File: src/rtl/semaforo_pkg.sv
// Shared definitions for the four-approach traffic light controller:
// phase encodings, approach indices and small arithmetic helpers.
package semaforo_pkg;

    typedef enum logic [1:0] {
        PH_ALL_RED = 2'd0,
        PH_GREEN   = 2'd1,
        PH_YELLOW  = 2'd2
    } phase_t;

    localparam logic [1:0] APP_A = 2'd0;
    localparam logic [1:0] APP_B = 2'd1;
    localparam logic [1:0] APP_C = 2'd2;
    localparam logic [1:0] APP_D = 2'd3;

    // One-hot lamp/request mask for an approach index.
    function automatic logic [3:0] onehot4(input logic [1:0] idx);
        return 4'b0001 << idx;
    endfunction

    // 8-bit increment that sticks at 255 instead of wrapping.
    function automatic logic [7:0] sat_inc8(input logic [7:0] v);
        return (v == 8'hFF) ? v : v + 8'd1;
    endfunction

endpackage

File: src/rtl/semaforo_fsm_rr_pick4.sv
// Round-robin request picker: returns the first set bit of pending
// searching upward from ptr+1 (modulo 4), wrapping back to ptr itself last.
module rr_pick4
    import semaforo_pkg::*;
(
    input  logic [3:0] pending,
    input  logic [1:0] ptr,
    output logic [1:0] grant,
    output logic       any
);

    logic [1:0] idx;

    // Walk the candidates from the farthest (ptr+4 == ptr) to the nearest
    // (ptr+1) so the nearest set request is the one left standing.
    always_comb begin
        grant = ptr;
        any   = 1'b0;
        idx   = ptr;
        for (int k = 4; k >= 1; k--) begin
            idx = ptr + 2'(k);
            if (pending[idx]) begin
                grant = idx;
                any   = 1'b1;
            end
        end
    end

endmodule

File: src/rtl/semaforo_fsm.sv
// Four-approach traffic light controller. Serves one approach at a time in
// round-robin order: ALL_RED gap -> GREEN (minimum time, extended while no one
// else waits) -> YELLOW (exact time) -> ALL_RED. All outputs are registered
// and lamps change on the same edge as phase.
module semaforo_fsm
    import semaforo_pkg::*;
#(
    parameter int unsigned GREEN_TIME  = 8,
    parameter int unsigned YELLOW_TIME = 3,
    parameter int unsigned ALLRED_TIME = 2
) (
    input  logic       clk,
    input  logic       rst,
    input  logic       A,
    input  logic       B,
    input  logic       C,
    input  logic       D,
    output logic       FA,
    output logic       FB,
    output logic       FC,
    output logic       FD,
    output logic       YA,
    output logic       YB,
    output logic       YC,
    output logic       YD,
    output logic [1:0] phase,
    output logic [1:0] cur
);

    // Timer holds "cycles already spent in this state", so the last cycle of
    // an N-cycle interval is the one where the timer reads N-1.
    localparam logic [7:0] GREEN_LAST  = 8'(GREEN_TIME - 1);
    localparam logic [7:0] YELLOW_LAST = 8'(YELLOW_TIME - 1);
    localparam logic [7:0] ALLRED_LAST = 8'(ALLRED_TIME - 1);

    phase_t     state;
    logic [7:0] timer;
    logic [1:0] ptr;
    logic [3:0] pending;
    logic [3:0] sensors;
    logic [3:0] set_mask;
    logic [3:0] other_pending;
    logic [3:0] green_lamps;
    logic [3:0] yellow_lamps;
    logic [1:0] grant;
    logic       any_pending;

    rr_pick4 u_pick (
        .pending (pending),
        .ptr     (ptr),
        .grant   (grant),
        .any     (any_pending)
    );

    // Requests raised this cycle; the approach currently green cannot re-queue itself.
    always_comb begin
        sensors  = {D, C, B, A};
        set_mask = sensors;
        if (state == PH_GREEN) begin
            set_mask = sensors & ~onehot4(cur);
        end
        other_pending = pending & ~onehot4(cur);
    end

    // Phase FSM with its timer, round-robin pointer, request latch and lamp registers.
    always_ff @(posedge clk or posedge rst) begin
        if (rst) begin
            state        <= PH_ALL_RED;
            timer        <= '0;
            ptr          <= APP_D;
            pending      <= '0;
            cur          <= APP_A;
            green_lamps  <= '0;
            yellow_lamps <= '0;
        end else begin
            pending <= pending | set_mask;
            timer   <= sat_inc8(timer);
            case (state)
                PH_ALL_RED: begin
                    if (timer >= ALLRED_LAST && any_pending) begin
                        state        <= PH_GREEN;
                        cur          <= grant;
                        timer        <= '0;
                        // The served request is consumed; clear wins over a same-cycle set.
                        pending      <= (pending | set_mask) & ~onehot4(grant);
                        green_lamps  <= onehot4(grant);
                        yellow_lamps <= '0;
                    end
                end
                PH_GREEN: begin
                    if (timer >= GREEN_LAST && (|other_pending)) begin
                        state        <= PH_YELLOW;
                        timer        <= '0;
                        green_lamps  <= '0;
                        yellow_lamps <= onehot4(cur);
                    end
                end
                PH_YELLOW: begin
                    if (timer == YELLOW_LAST) begin
                        state        <= PH_ALL_RED;
                        timer        <= '0;
                        ptr          <= cur;
                        green_lamps  <= '0;
                        yellow_lamps <= '0;
                    end
                end
                default: begin
                    state        <= PH_ALL_RED;
                    timer        <= '0;
                    green_lamps  <= '0;
                    yellow_lamps <= '0;
                end
            endcase
        end
    end

    assign phase = state;
    assign FA    = green_lamps[0];
    assign FB    = green_lamps[1];
    assign FC    = green_lamps[2];
    assign FD    = green_lamps[3];
    assign YA    = yellow_lamps[0];
    assign YB    = yellow_lamps[1];
    assign YC    = yellow_lamps[2];
    assign YD    = yellow_lamps[3];

endmodule

File: config.mk
export PLATFORM = sky130hd
export DESIGN_NAME = semaforo_fsm
export DESIGN_NICKNAME = d
export VERILOG_FILES = /design/src/rtl/semaforo_pkg.sv /design/src/rtl/semaforo_fsm_rr_pick4.sv /design/src/rtl/semaforo_fsm.sv
export SDC_FILE = /design/constraint.sdc
export NUM_CORES = 1
export LEC_CHECK = 0
export CAP_MARGIN = 40
export CORE_MARGIN = 8
export CORE_UTILIZATION = 35
export DETAILED_ROUTE_END_ITERATION = 7
export GPL_ROUTABILITY_DRIVEN = 0
export PLACE_DENSITY = 0.53
export SYNTH_ARGS = -nofsm -noshare
export SYNTH_HDL_FRONTEND = slang
export SYNTH_SLANG_ARGS = --single-unit
File: constraint.sdc
create_clock -name clk -period 1.6 [get_ports clk]
set_input_delay 0.4 -clock clk [delete_from_list [all_inputs] [get_ports clk]]
set_output_delay 0.4 -clock clk [all_outputs]
set_load 0.1 [all_outputs]
==> out/qor.yml <==
yosys:
  ys_seq_area_frac: 0.4443
  yosysMostFrequentCell: "dfrtp_1"
  netlist_area_mm2: 0.001470
  synth.area.top_cells: "dfrtp_1, o21ai_1, nor2_1"
  ys_types: 44
  synth_top_area_cell: "dfrtp_1"
  ys_ff_latch: 26
  synth.net_count: 159
  ys_async_sr_fraction: 1.000
  synth_cells: 149
  synth-main-ff-cell: "dfrtp_1"
  synth_commonest_cells: "dfrtp_1, nor2_1, o21ai_1"
  synth_warnings: 0
  synth-edff-count: 0
  syn-mean-instance-area_um2: 9.867
  synth.top_cell.area_share: 0.4085
clocking:
  insertion_delay_ns: 0.27
  htreeDepth: 1
  cts_made_buffers: 3
  cts.path.max_buffers: 2
  cts_tree: "built"
  cts_hold_buf: 0
  cts_root_buffer: "clkbuf_8"
  path_clk_slew_ns: 0.09
  cts.sinks: 26
sta:
  setup_ws_ns: -0.1312
  fin_worst_skew_ns: 0.002163
  finalCritPeriodShare: 1.082
  slew_headroom: 0.7812
  slew_viol_final: 0
  worst_pin_slew_ns: 0.3255
  rsz0062_at_grt: "yes"
  setup_viol: 23
  post-route-min-period_ns: 1.731
  hold_viol: 0
  fmax_mhz: 577.6
  whs_ns: 0.4520
routing:
  drc: 0
  ant_nets: 0
  viasPerCell: 5.251
  firstDrtPassIters: 4
  vias: 1297
  drt-total-wl_um: 3733
  wire_per_inst_um: 15.11
  drt_iter0_drc: 52
pwr:
  p_seq_frac: 0.259
  power_frac_comb: 0.630
  power.density_mw_per_mm2: 2146
  power_mw: 4.936
  ir_drop_mv: 1.498
  power.leakage_nw: 0.9703
  p_int_mw: 2.560
  p_clk_frac: 0.112
  p_sw_mw: 2.376
  netSwitchingFraction: 0.4813
global_route:
  grt_antenna_before_repair: 0
  grt_max_degree: 27
  grt_pass1_vias: 1244
  grt_overflow_total: 0
  grt_pass1_wl_um: 6023
  gr-usage-all-layers: 0.1156
critical_path:
  r2r-end: "green_lamps[0]"
  required_ns: 1.82
  rr_worst_depth: 6
  rrSetupSlack_ns: -0.13
  start_kind: "flip-flop"
  reg2reg_from: "timer[1]"
  end_kind: "flip-flop"
  arrival_ns: 1.95
  crit_fanout: 5
  critical_path_class: "reg -> reg"
floorplanning:
  io_pins: 18
  rows: 23
  die_y_um: 80.81
  coreArea_mm2: 0.004029
  dieArea_mm2: 0.006530
  die_x_um: 80.81
  initial_core_util: 0.3649
final_layout:
  syn_to_final_growth_pct: 56.43
  layout.cells.non_filler: 247
  drive_gt1_frac: 0.5025
  diodes: 0
  fin_util: 0.5708
  nNetsFinal: 208
outcome:
  outcome: "complete, but fails checks"
  violations: "negative setup slack"
placed_design:
  dp_hpwl_um: 2615
  dp.cells: 231
  io_buffers: 17
job:
  maxCapViolCount: 0
hold_path:
  min_path_type: "in -> async"
==> flip-flops by register name, summed over array words and instances (netlist names) <==
signal        cells
cur               2
green_lamps       4
pending           4
phase             2
ptr               2
timer             8
yellow_lamps      4
==> through the flow <==
stage          TNS, ns  worst slack [ns]  area, um^2
3_3_place_gp    -1.019           -0.1298        1956
2_1_floorplan   -1.238           -0.1084        1503
4_1_cts         -1.230           -0.1273        2160
3_5_place_dp    -2.162           -0.1827        1956
6_report        -1.445           -0.1312        2300
5_1_grt         -3.056           -0.1895        2300
==> worst max path at each step <==
stage / to / cells after the start / startpoint / slack, ns
after detailed placement: cur[0] / 5 / timer[0] / -0.18
after floorplan: yellow_lamps[3] / 7 / cur[0] / -0.11
after global routing: green_lamps[0] / 6 / timer[1] / -0.19
final: green_lamps[0] / 6 / timer[1] / -0.13
after CTS: green_lamps[0] / 6 / timer[0] / -0.13
after global placement: cur[0] / 5 / timer[0] / -0.13
==> placed cells by master, fill, tap and decap left out, types with 2 or more instances in the layout <==
| cell type | n |
|---|---|
| inv_2 | 3 |
| mux2i_1 | 3 |
| buf_6 | 4 |
| buf_12 | 13 |
| nor3_1 | 2 |
| nor3_2 | 4 |
| inv_1 | 2 |
| nand2_1 | 7 |
| nor2_1 | 13 |
| o21ai_2 | 6 |
| nand2b_1 | 8 |
| a21oi_1 | 5 |
| nor2b_1 | 2 |
| a31oi_1 | 4 |
| dfrtp_2 | 3 |
| ha_4 | 2 |
| buf_4 | 27 |
| nand3_1 | 2 |
| and3_1 | 3 |
| xnor2_1 | 3 |
| o21ai_0 | 2 |
| a21oi_2 | 2 |
| dfstp_2 | 2 |
| nor3_4 | 3 |
| o21ai_1 | 8 |
| clkbuf_8 | 3 |
| dfrtp_4 | 2 |
| mux2_4 | 2 |
| nor2_2 | 4 |
| clkdlybuf4s50_1 | 5 |
| dfrtp_1 | 19 |
| or4_4 | 2 |
==> final cells by class <==
type	count	area [um^2]
fillers	356	1729
multi-input cells	112	909.6
flip-flops and latches	26	664.4
repair buffers	50	573.1
well taps	50	62.56
clock buffers	3	41.29
clock inverters	1	30.03
inverters	5	18.77
==> routing by layer <==
layer	track usage	wire (um)	vias to the layer above
li1	-	-	634
met1	0.1552	1780	627
met2	0.1780	1744	30
met4	0.04286	48	0
met5	0	0	-
met3	0.02539	158	6
==> kinds of logic after synthesis <==
group / after synthesis / share of synthesized area
fa+ha+maj: 4 / 0.03404
buf+inv: 11 / 0.05786
xor+xnor: 3 / 0.01788
mux: 6 / 0.04340
compound gates: 37 / 0.1566
flops: 26 / 0.4443
simple gates: 62 / 0.2460
==> critical path, stage by stage (launching register included) <==
cell      delay [ns]
dfrtp_1         0.42
inv_2           0.07
ha_2            0.16
and4b_2         0.25
or4_4           0.49
nor3_4          0.16
nand2b_1        0.12
==> power groups by stage <==
stage | sequential [mW] | combinational, mW | clock (mW)
after global placement | 1.23 | 2.65 | 0
after detailed placement | 1.25 | 2.66 | 0
final | 1.28 | 3.11 | 0.552
after floorplan | 1.86 | 1.06 | 0
after global routing | 1.32 | 3.30 | 0.586
after CTS | 1.25 | 2.84 | 0.561
==> what timing repair did <==
item / CTS / global route
endpoints found under the setup margin: 24 / 26
buffers inserted: 5 / 7
pin swaps: 20 / 13
cloned: 0 / 1
resized for setup: 24 / 23
(Power assumes the default switching activity.)
